<file path="config.mk">
export PLATFORM = sky130hd
export DESIGN_NAME = alu_pipe
export DESIGN_NICKNAME = d
export VERILOG_FILES = /design/src/rtl/alu_pipe.sv
export SDC_FILE = /design/constraint.sdc
export NUM_CORES = 1
export LEC_CHECK = 0
export BUFFER_PORTS_ARGS = -buffer_cell sky130_fd_sc_hd__buf_4
export CORE_MARGIN = 2
export CORE_UTILIZATION = 38
export CTS_CLUSTER_DIAMETER = 60
export DETAILED_ROUTE_END_ITERATION = 8
export GPL_TIMING_DRIVEN = 1
export MAX_ROUTING_LAYER = met4
export PLACE_DENSITY = 0.51
export SYNTH_ARGS = -nofsm -noshare
export SYNTH_HDL_FRONTEND = slang
export SYNTH_SLANG_ARGS = --single-unit
</file>
<file path="constraint.sdc">
create_clock -name clk -period 6.4 [get_ports clk]
set_input_delay 1.28 -clock clk [delete_from_list [all_inputs] [get_ports clk]]
set_output_delay 1.28 -clock clk [all_outputs]
set_load 0.005 [all_outputs]
</file>
<file path="src/rtl/alu_pipe.sv">
// Handshaked single-result ALU with registered result/zero flag.
// Define ALU_PIPE_MUL_EN to include the iterative shift-add multiplier (op 1010, CALC state).
module alu_pipe #(
    parameter int XLEN = 32,
    parameter int SHW  = $clog2(XLEN)
) (
    input  logic            clk,
    input  logic            rst,
    input  logic            in_valid,
    output logic            in_ready,
    input  logic [XLEN-1:0] a,
    input  logic [XLEN-1:0] b,
    input  logic [3:0]      op,
    output logic            out_valid,
    input  logic            out_ready,
    output logic [XLEN-1:0] result,
    output logic            zero,
    output logic            busy
);

    // state | meaning
    // IDLE  | no result held, ready for a request
    // CALC  | multiplier iterating, one multiplier bit per cycle
    // DONE  | result/zero valid, waiting for consumer
    typedef enum logic [1:0] {IDLE, CALC, DONE} stateT;

    localparam logic [3:0] OP_ADD  = 4'b0000;
    localparam logic [3:0] OP_SLL  = 4'b0001;
    localparam logic [3:0] OP_SUB  = 4'b0010;
    localparam logic [3:0] OP_SRL  = 4'b0011;
    localparam logic [3:0] OP_XOR  = 4'b0100;
    localparam logic [3:0] OP_SRA  = 4'b0101;
    localparam logic [3:0] OP_AND  = 4'b0110;
    localparam logic [3:0] OP_OR   = 4'b0111;
    localparam logic [3:0] OP_SLT  = 4'b1000;
    localparam logic [3:0] OP_SLTU = 4'b1001;

    stateT           state;
    logic [XLEN-1:0] aluOut;
    logic [SHW-1:0]  shamt;
    logic            xfer;
    logic            isMul;

    assign shamt     = b[SHW-1:0];
    assign in_ready  = !rst && ((state == IDLE) || ((state == DONE) && out_ready));
    assign xfer      = in_valid && in_ready;
    assign out_valid = (state == DONE);

    always_comb begin
        aluOut = '0;
        case (op)
            OP_ADD:  aluOut = a + b;
            OP_SUB:  aluOut = a - b;
            OP_AND:  aluOut = a & b;
            OP_OR:   aluOut = a | b;
            OP_XOR:  aluOut = a ^ b;
            OP_SLL:  aluOut = a << shamt;
            OP_SRL:  aluOut = a >> shamt;
            OP_SRA:  aluOut = XLEN'($signed(a) >>> shamt);
            OP_SLT:  aluOut = {{(XLEN-1){1'b0}}, ($signed(a) < $signed(b))};
            OP_SLTU: aluOut = {{(XLEN-1){1'b0}}, (a < b)};
            default: aluOut = '0;
        endcase
    end

`ifdef ALU_PIPE_MUL_EN
    localparam int         CW     = $clog2(XLEN) + 1;
    localparam logic [3:0] OP_MUL = 4'b1010;

    logic [XLEN-1:0] mcand;
    logic [XLEN-1:0] mplier;
    logic [CW-1:0]   iterCnt;
    logic [XLEN-1:0] accNext;

    assign isMul   = (op == OP_MUL);
    assign busy    = (state == CALC);
    // result doubles as the accumulator while CALC; it is not observable until DONE
    assign accNext = result + (mplier[0] ? mcand : '0);
`else
    assign isMul = 1'b0;
    assign busy  = 1'b0;
`endif

    always_ff @(posedge clk) begin
        if (rst) begin
            state  <= IDLE;
            result <= '0;
            zero   <= 1'b1;
`ifdef ALU_PIPE_MUL_EN
            mcand   <= '0;
            mplier  <= '0;
            iterCnt <= '0;
`endif
        end else if (xfer) begin
            if (isMul) begin
`ifdef ALU_PIPE_MUL_EN
                state   <= CALC;
                result  <= '0;
                mcand   <= a;
                mplier  <= b;
                iterCnt <= CW'(XLEN);
`endif
            end else begin
                state  <= DONE;
                result <= aluOut;
                zero   <= (aluOut == '0);
            end
        end else if ((state == DONE) && out_ready) begin
            state <= IDLE;
        end else if (state == CALC) begin
`ifdef ALU_PIPE_MUL_EN
            result  <= accNext;
            mcand   <= mcand << 1;
            mplier  <= mplier >> 1;
            iterCnt <= iterCnt - CW'(1);
            if (iterCnt == CW'(1)) begin
                state <= DONE;
                zero  <= (accNext == '0);
            end
`endif
        end
    end

endmodule

</file>
==> results.yml <==
cts:
  cts_sinks: 34
  cts_buffers: 5
  cts_max_path_buffers: 2
  postCtsHoldBufs: 0
  clock_tree.root_cell: "clkbuf_16"
  clk_pin_slew_ps: 50
  htree_num_levels: 2
  tritoncts: "built"
  post-cts-setup-buffers: 0
  post_cts_resized: 0
  insertion_delay_ps: 280
floorplan:
  num_rows: 63
  dieArea_um2: 31500
  core_area_um2: 29600
  start_util_pct: 38.5
  pin_count: 108
  die_height_um: 177
  dieWidth_um: 177
worst_setup_path:
  crit_path_end: "zero"
  crit_start: "b[0]"
  worstPathRequired_ps: 6600
  arrival_ps: 5780
  reg2reg_slack_ps: 3050
  r2r-start: "state[1]"
  r2r_end: "zero"
  crit_path_max_fanout: 11
  r2r_cells: 11
  critPathSlowestCell: "a2111oi_0"
  crit_type: "input port to register"
  path_cells: "buf_4 -> ha_1 -> inv_1 -> fa_1 -> nor2b_1 -> o2111ai_1 -> a2111oi_0 -> nor3_2 -> nor2_1 -> a41o_1 -> a221oi_1 -> mux2i_1 -> or3_1 -> or4_1 -> o31ai_2"
  endpoint_kind: "register"
  slowest_delay_ps: 1090
  start_kind: "input port"
sta:
  rsz0062_at_grt: "false"
  hold_viol: 0
  setup_viol: 0
  relSlewSlack_pct: 19.6
  max_freq_ghz: 0.179
  max_slew.worst_pin.slew_ps: 1180
  report.final.slew_viol_count: 0
  period_share_pct: 87.2
  layout_min_cycle_time_ps: 5580
  fin_tns_setup_ps: 0
  whs_ps: 458
  finClkSkew_ps: 5.17
placed_design:
  place.gp.congestion: 1.02
  io_buffers: 106
  dp.cells: 2008
  dpl.hpwl_mm: 47.6
synthesis:
  async_flop_share_pct: 0
  ys_seq_area_share_pct: 5.96
  ys_seq_elements: 34
  synth_area_per_cell_um2: 7.08
  yosys_warnings: 0
  synth_edf_count: 0
  syn-instance-count: 1613
  synth_top_area_cell: "ha_1"
  synth_cell_type_count: 95
  syn_area_um2: 11400
  synth_top_area_share_pct: 10.7
  synth_ff_type: "dfxtp_1"
  syn-num-nets: 1785
  synth_area_leaders: "ha_1 (11%), mux2i_1 (7.4%), dfxtp_1 (6.0%), mux4_2 (5.7%), a21oi_1 (5.6%)"
grt:
  antenna_found_initial: 1
  grt_remaining_overflow: 0
  grt_usage_pct: 38.8
  grt_pass1_vias: 12800
  grt_max_degree: 93
  grt_pass1_wl_mm: 88.4
route:
  drtPass1Iterations: 6
  wire_per_inst_um: 29.9
  drt-initial-drc-count: 2078
  routed_via_density: 6.80
  wirelength_mm: 60.4
  drtAntennaViolNets: 0
  drc: 0
  dr_total_vias: 13700
layout:
  regArea_um2: 681
  n_fill_cell: 3253
  finalNetCount: 1797
  multiInputGateArea_um2: 9610
  layout-drive-gt1-share_pct: 15.2
  stdcell_count: 2017
  areaGrowthSynthToFinish_pct: 9.20
power_and_ir_drop:
  powerDensity_nw_per_um2: 129
  ir_drop_uv: 101
  leakagePower_nw: 5.25
hold_path:
  min_path_type: "register to register"
status:
  status: "finished clean"
run:
  drv_cap: 0
routing by layer:
| layer | track usage [%] | share of wire, % |
|---|---|---|
| met1 | 52.4 | 43 |
| met2 | 58.9 | 44 |
| met3 | 5.76 | 8.5 |
| met4 | 13.1 | 4.4 |
| met5 | - | 0 |
cell families after synthesis:
group,after synthesis,share of synthesized area [%]
buffers and inverters,245,10.0
and+or+nand+nor,520,21.8
muxes,150,17.6
DFF,34,5.96
other,1,0.0328
adders and majority gates,100,11.1
xor gates and xnor gates,17,1.30
AOI/OAI and AO/OA,546,32.2
power breakdown:
group	internal, W	switching (W)
sequential	0.000231	0.0000103
clock	0.000184	0.0000888
combinational	0.000385	0.000713
total	0.000799	0.000812
layout make-up:
cell class                 instances  area share, %
clock inverter                     2          0.301
tap                              390           3.91
clock buffer                       6           1.03
timing repair buffer             148           9.21
sequential                        34           5.46
multi-input combinational       1334           77.0
inverter                         102           3.07
antenna                            1         0.0201
state kept, by name, summed over array words and instances (netlist names):
| signal | flops |
|---|---|
| result | 32 |
| state | 1 |
| zero | 1 |
worst max-delay path: cells and delay by family:
kind	cells	cell delay, ps
compound gates	5	1910
simple gates	5	1560
fa+ha+maj	2	600
buf+inv	2	270
mux	1	170
per-stage QoR:
| stage | setup WS, ps | total power [W] | utilization (%) | cell area (µm²) |
|---|---|---|---|---|
| floorplan | 606 | 0.000915 | - | 11400 |
| global placement | 675 | 0.00131 | 41.5 | 12300 |
| detailed placement | 621 | 0.00130 | 41.5 | 12300 |
| CTS | 890 | 0.00158 | 42.1 | 12500 |
| global route | 430 | 0.00170 | 42.1 | 12500 |
| finish | 821 | 0.00161 | 42.1 | 12500 |
cell usage in the layout, fill, tap and decap left out, types with 7 or more instances in the layout:
cell / Yosys / final
a221o_1: 7 / 7
or3_1: 18 / 18
or2_2: 8 / 8
o21ai_0: 105 / 105
o22ai_1: 47 / 47
and3_1: 8 / 8
o221ai_1: 15 / 15
a32oi_1: 10 / 10
a22oi_1: 12 / 12
a221oi_1: 12 / 12
a21oi_1: 127 / 127
nor3_1: 30 / 29
mux2_2: 30 / 30
a31oi_1: 12 / 12
nor2_1: 129 / 129
nand4_1: 12 / 12
nand2_1: 163 / 163
nand3_1: 66 / 66
a211oi_1: 25 / 25
a21o_1: 18 / 18
inv_1: 96 / 96
ha_1: 98 / 98
mux4_1: 7 / 7
o2111ai_1: 10 / 10
mux2i_1: 84 / 84
mux4_2: 29 / 29
nor2b_1: 21 / 20
nand2b_1: 14 / 14
o311ai_0: 9 / 9
o211ai_1: 22 / 22
xnor2_1: 16 / 16
o21bai_1: 9 / 9
o31ai_1: 17 / 17
nor4_1: 12 / 12
buf_4: 10 / 145
a2111oi_0: 9 / 8
a311oi_1: 8 / 8
dfxtp_1: 34 / 34
Yosys cell counts, types with 10 or more instances:
library cell and instances:
mux2_2 30, inv_1 96, a22oi_1 12, ha_1 98, or3_1 18, a21oi_1 127, nand2b_1 14, o2111ai_1 10
nor2b_1 21, buf_4 10, o21ai_0 105, o221ai_1 15, o31ai_1 17, dfxtp_1 34, a221oi_1 12, a31oi_1 12
buf_6 18, mux2i_1 84, buf_2 22, nor3_1 30, nor4_1 12, a211oi_1 25, nand4_1 12, xnor2_1 16
a21o_1 18, nand2_1 163, nor2_1 129, a32oi_1 10, mux4_2 29, clkbuf_1 81, nand3_1 66, o22ai_1 47
o211ai_1 22
worst min path at each step:
stage,slack [ps],endpoint,depth (start not counted),from
finish,460,result[14],2,result[14]
global route,480,result[10],2,result[10]
CTS,460,result[14],2,result[14]
detailed placement,450,result[14],2,result[14]
global placement,440,result[6],2,result[6]
floorplan,450,result[6],2,result[6]
Note: power is estimated with default switching activity, not from simulation.
